### src/rtl/wb_pkg.sv
// Shared types and constants for the register-file writeback path.
package wb_pkg;

    localparam int unsigned XLEN       = 32;
    localparam int unsigned REG_ADDR_W = 5;
    localparam logic [REG_ADDR_W-1:0] ZERO_REG = REG_ADDR_W'(0);

    typedef struct packed {
        logic [REG_ADDR_W-1:0] addr;
        logic [XLEN-1:0]       data;
    } wb_entry_t;

endpackage

### src/rtl/wb_fifo.sv
// In-order load-result FIFO; also exposes its live entries oldest-first for bypass search.
module wb_fifo
    import wb_pkg::*;
#(
    parameter int unsigned DEPTH = 4
) (
    input  logic                         clk,
    input  logic                         reset,
    input  logic                         push,
    input  wb_entry_t                    push_entry,
    input  logic                         pop,
    output wb_entry_t                    head,
    output logic                         full,
    output logic                         empty,
    output logic [$clog2(DEPTH+1)-1:0]   count,
    output wb_entry_t [DEPTH-1:0]        entries,
    output logic [DEPTH-1:0]             valid
);

    localparam int unsigned PTR_W = $clog2(DEPTH);
    localparam int unsigned CNT_W = $clog2(DEPTH + 1);

    wb_entry_t          mem [DEPTH];
    logic [PTR_W-1:0]   rd_ptr;
    logic [PTR_W-1:0]   wr_ptr;
    logic [CNT_W-1:0]   cnt;

    // Pointers wrap naturally because DEPTH is a power of two.
    always_ff @(posedge clk) begin
        if (reset) begin
            rd_ptr <= '0;
            wr_ptr <= '0;
            cnt    <= '0;
        end else begin
            if (push) wr_ptr <= wr_ptr + PTR_W'(1);
            if (pop)  rd_ptr <= rd_ptr + PTR_W'(1);
            unique case ({push, pop})
                2'b10:   cnt <= cnt + CNT_W'(1);
                2'b01:   cnt <= cnt - CNT_W'(1);
                default: ;
            endcase
        end
    end

    always_ff @(posedge clk) begin
        if (push) mem[wr_ptr] <= push_entry;
    end

    assign head  = mem[rd_ptr];
    assign full  = (cnt == CNT_W'(DEPTH));
    assign empty = (cnt == '0);
    assign count = cnt;

    // Slot i holds the i-th oldest entry, so higher valid indices are younger.
    always_comb begin
        for (int unsigned i = 0; i < DEPTH; i++) begin
            entries[i] = mem[rd_ptr + PTR_W'(i)];
            valid[i]   = (CNT_W'(i) < cnt);
        end
    end

endmodule

### src/rtl/reg_writeback.sv
// Single register-file write port arbitrating ALU results against queued load results.
// Optional macro WB_BYPASS_EN enables the pending-value query ports.
module reg_writeback
    import wb_pkg::*;
#(
    parameter int unsigned DEPTH        = 4,
    parameter int unsigned STARVE_LIMIT = 4
) (
    input  logic                   clk,
    input  logic                   reset,
    input  logic                   alu_valid,
    input  logic [REG_ADDR_W-1:0]  alu_addr,
    input  logic [XLEN-1:0]        alu_data,
    output logic                   alu_stall,
    input  logic                   mem_valid,
    output logic                   mem_ready,
    input  logic [REG_ADDR_W-1:0]  mem_addr,
    input  logic [XLEN-1:0]        mem_data,
    output logic                   should_write,
    output logic [REG_ADDR_W-1:0]  write_addr,
    output logic [XLEN-1:0]        write_data,
    output logic                   busy,
    input  logic [REG_ADDR_W-1:0]  query_addr1,
    input  logic [REG_ADDR_W-1:0]  query_addr2,
    output logic                   query_hit1,
    output logic                   query_hit2,
    output logic [XLEN-1:0]        query_data1,
    output logic [XLEN-1:0]        query_data2
);

    localparam int unsigned CNT_W    = $clog2(DEPTH + 1);
    localparam int unsigned STARVE_W = $clog2(STARVE_LIMIT + 1);

    logic [STARVE_W-1:0]   starve;
    wb_entry_t             head;
    wb_entry_t             push_entry;
    wb_entry_t [DEPTH-1:0] entries;
    logic [DEPTH-1:0]      valid;
    logic                  full;
    logic                  empty;
    logic [CNT_W-1:0]      count;
    logic                  push;
    logic                  pop;
    logic                  alu_live;
    logic                  alu_win;
    logic                  fifo_force;

    wb_fifo #(.DEPTH(DEPTH)) u_fifo (
        .clk        (clk),
        .reset      (reset),
        .push       (push),
        .push_entry (push_entry),
        .pop        (pop),
        .head       (head),
        .full       (full),
        .empty      (empty),
        .count      (count),
        .entries    (entries),
        .valid      (valid)
    );

    // Port arbitration; the FIFO only pops entries that were already stored.
    always_comb begin
        busy       = (count != '0);
        alu_live   = alu_valid && (alu_addr != ZERO_REG);
        fifo_force = (starve == STARVE_W'(STARVE_LIMIT)) && busy;
        pop        = busy && (fifo_force || !alu_live);
        alu_win    = alu_live && !fifo_force;
        alu_stall  = !reset && fifo_force && alu_live;
        mem_ready  = !reset && !full;
        push       = mem_valid && mem_ready && (mem_addr != ZERO_REG);
        push_entry = '{addr: mem_addr, data: mem_data};
    end

    always_ff @(posedge clk) begin
        if (reset) begin
            starve <= '0;
        end else if (pop || empty) begin
            starve <= '0;
        end else if (alu_win && (starve != STARVE_W'(STARVE_LIMIT))) begin
            starve <= starve + STARVE_W'(1);
        end
    end

    always_ff @(posedge clk) begin
        if (reset) begin
            should_write <= 1'b0;
            write_addr   <= '0;
            write_data   <= '0;
        end else if (pop) begin
            should_write <= 1'b1;
            write_addr   <= head.addr;
            write_data   <= head.data;
        end else if (alu_win) begin
            should_write <= 1'b1;
            write_addr   <= alu_addr;
            write_data   <= alu_data;
        end else begin
            should_write <= 1'b0;
        end
    end

`ifdef WB_BYPASS_EN
    // Youngest pending value wins: FIFO tail beats head, FIFO beats the output register.
    function automatic logic [XLEN:0] lookup(
        input logic [REG_ADDR_W-1:0] qa,
        input wb_entry_t [DEPTH-1:0] ents,
        input logic [DEPTH-1:0]      vld,
        input logic                  sw,
        input logic [REG_ADDR_W-1:0] wa,
        input logic [XLEN-1:0]       wd
    );
        logic [XLEN:0] r;
        r = '0;
        if (qa != ZERO_REG) begin
            if (sw && (wa == qa)) r = {1'b1, wd};
            for (int unsigned i = 0; i < DEPTH; i++) begin
                if (vld[i] && (ents[i].addr == qa)) r = {1'b1, ents[i].data};
            end
        end
        return r;
    endfunction

    always_comb begin
        {query_hit1, query_data1} = lookup(query_addr1, entries, valid,
                                           should_write, write_addr, write_data);
        {query_hit2, query_data2} = lookup(query_addr2, entries, valid,
                                           should_write, write_addr, write_data);
    end
`else
    logic unused_bypass;
    assign unused_bypass = ^{entries, valid, query_addr1, query_addr2};

    always_comb begin
        query_hit1  = 1'b0;
        query_hit2  = 1'b0;
        query_data1 = '0;
        query_data2 = '0;
    end
`endif

endmodule

### config.mk
export PLATFORM = sky130hd
export DESIGN_NAME = reg_writeback
export DESIGN_NICKNAME = d
export VERILOG_FILES = /design/src/rtl/wb_pkg.sv /design/src/rtl/wb_fifo.sv /design/src/rtl/reg_writeback.sv
export SDC_FILE = /design/constraint.sdc
export NUM_CORES = 1
export LEC_CHECK = 0
export ABC_AREA = 1
export BUFFER_PORTS_ARGS = -buffer_cell sky130_fd_sc_hd__buf_2
export CAP_MARGIN = 30
export CORE_ASPECT_RATIO = 2
export CORE_MARGIN = 1
export CORE_UTILIZATION = 35
export CTS_CLUSTER_DIAMETER = 60
export DETAILED_ROUTE_END_ITERATION = 16
export GPL_TIMING_DRIVEN = 0
export RECOVER_POWER = 25
export SYNTH_ARGS = -nofsm -noshare
export SYNTH_HDL_FRONTEND = slang
export SYNTH_HIERARCHICAL = 1
export SYNTH_SLANG_ARGS = --single-unit
### constraint.sdc
create_clock -name clk -period 2.51 [get_ports clk]
set_input_delay 0.502 -clock clk [delete_from_list [all_inputs] [get_ports clk]]
set_output_delay 0.502 -clock clk [all_outputs]
set_load 0.1 [all_outputs]
==> results.cfg <==
[pwr]
seq_power_share = 0.339
switchingPower_mw = 5.410
switching_share = 0.4534
ir_drop_v = 0.0006092
power_frac_clock = 0.216
total_power_mw = 11.93
p_comb_frac = 0.444
p_per_area_mw_per_mm2 = 1088
leakage_nw = 4.758
internal-power_mw = 6.521

[clock_network]
cts.sinks = 198
ctsHtreeMaxLevel = 4
cts_setup_buffers = 0
clkLatencyLatePin_ns = 0.44
tritoncts = yes
cts_buffers = 17
ctsRootBufferMaster = clkbuf_16
ctsHoldBuffers = 0
cts_buffer_depth = 2
clk_pin_slew_worst_paths_ns = 0.07

[synthesis]
yosys_warnings = 6
syn-cell-area_sq_mm = 0.009090
netlist_instances = 878
synth_area_per_cell_sq_um = 10.35

[layout]
syn2layout_area_growth_pct = 20.69
n_fill_cell = 2549
fin_util = 0.4294
stdcell_area_sq_mm = 0.01097
mostFrequentLayoutCells = edfxtp_1, nand2_1, buf_4, buf_2, o21ai_0
layout_commonest_cell = edfxtp_1
fin_cells = 1437
layout.nets = 1180
drive_gt1_frac = 0.2548

[placement]
placed_area_sq_mm = 0.01043
dp_hpwl_mm = 17.59
place_ws_ns = -0.1883
io_buffers = 117
gp_congestion = 0.7778
dp.cells = 1403

[timing]
drv_slew = 0
fin_setup_tns_ns = 0
finalHoldViolCount = 0
setup_ws_ns = 0.1134
finalSetupViolCount = 0
tightest_slew_ns = 0.6031
rsz0062_at_grt = false
period_share = 0.9548
hold_ws_ns = 0.2895
layout_min_cycle_time_ns = 2.397
max_freq_mhz = 417.3
clock_skew_ns = 0.01017
slew_headroom = 0.5980

[die]
dieArea_sq_mm = 0.02666
coreArea_sq_mm = 0.02555
start_util = 0.3558
die_h_um = 229.9
dieWidth_um = 116.0
io_pins = 195
row_count = 83

[grt]
track_usage = 0.1800
overflow = 0
grt_max_degree = 30
grt_pass1_wl_mm = 34.67
grt_pass1_vias = 6254
antenna_found_initial = 1

[routing]
dr.pass1.iters = 5
ant_nets = 0
num_vias = 6400
drt-initial-drc-count = 263
drt-total-wl_mm = 23.25
drc = 0
wl_per_cell_um = 16.18
viasPerCell = 4.454

[setup_path]
critPathBufInv = 3
cp-end-kind = output pin
crit_chain = inv_1, ha_1, nand2_1, inv_1, nor2_4, buf_2
slowest_delay_ns = 0.46
crit_slowest_cell = buf_2
cpMostUsedCell = inv_1
worst_ep_arrival_time_ns = 1.89
crit_type = register to output pin
crit_family = buffers and inverters
worst_ep_required_time_ns = 2.01
worst-path-max-fanout = 5
timing.critical_path.from_type = register

[job]
cap_violations = 0

[outcome]
status = completed

[hold_path]
hold_path_class = input pin to register
==> flip-flops by register name, indices dropped and copies added, names as in the netlist, named ones only <==
signal / cells
should_write: 1
starve: 3
u_fifo/count: 3
u_fifo/mem: 148
u_fifo/rd_ptr: 2
u_fifo/wr_ptr: 2
write_addr: 5
write_data: 32
==> layout make-up <==
type                            count  area, sq um  share of cell area
Antenna cell                        2        5.005           0.0004562
Buffer                            145         1021             0.09307
Clock buffer                       17        425.4             0.03878
Clock inverter                     15        126.4             0.01152
Inverter                           91        356.6             0.03250
Multi-Input combinational cell    508         2536              0.2312
Sequential cell                   198         5445              0.4964
Tap cell                          340        425.4             0.03878
Timing Repair Buffer              120        621.8             0.05668
Timing Repair inverter              1        7.507           0.0006843
==> per-layer routing <==
metal,wire length [um],vias to the layer above,track usage,share of wire
met3,1157,28,0.03189,0.050
li1,-,3183,-,-
met4,670,0,0.08454,0.029
met1,8300,3000,0.1740,0.36
met2,13130,189,0.3523,0.56
met5,0,-,0,0
==> worst register-to-register path: stages (launching register included) <==
cell        delay, ns
dfxtp_1          0.40
inv_1            0.09
ha_1             0.23
nand2_1          0.07
inv_1            0.06
nor2_4           0.16
nand3_1          0.14
inv_1            0.15
nand2_1          0.11
clkinvlp_4       0.37
buf_12           0.24
==> repair_timing <==
action | 4_1_cts | 5_1_grt
cloned | 1 | 0
resized for setup | 2 | 4
setup endpoints to repair | 38 | 3
pin swaps | 0 | 0
==> path summary, 6_finish.rpt <==
check                           cells after the start  slack (ns)       startpoint                 to
worst min register to register                      2        0.45   write_data[19]     write_data[19]
worst min-delay path                                1        0.29     mem_data[18]  u_fifo/mem[1][18]
worst max register to register                     10        0.19  u_fifo/count[0]   u_fifo/mem[0][5]
worst max-delay path                                6        0.11  u_fifo/count[0]          mem_ready
==> power groups by stage <==
stage	combinational (mW)	sequential [mW]	clock (mW)
CTS	5.33	4.05	2.64
finish	5.30	4.05	2.58
detailed placement	5.32	4.13	0
global route	5.62	4.09	2.77
floorplan	2.56	5.69	0
global placement	5.27	4.12	0
Note: power is estimated with default switching activity, not from simulation.
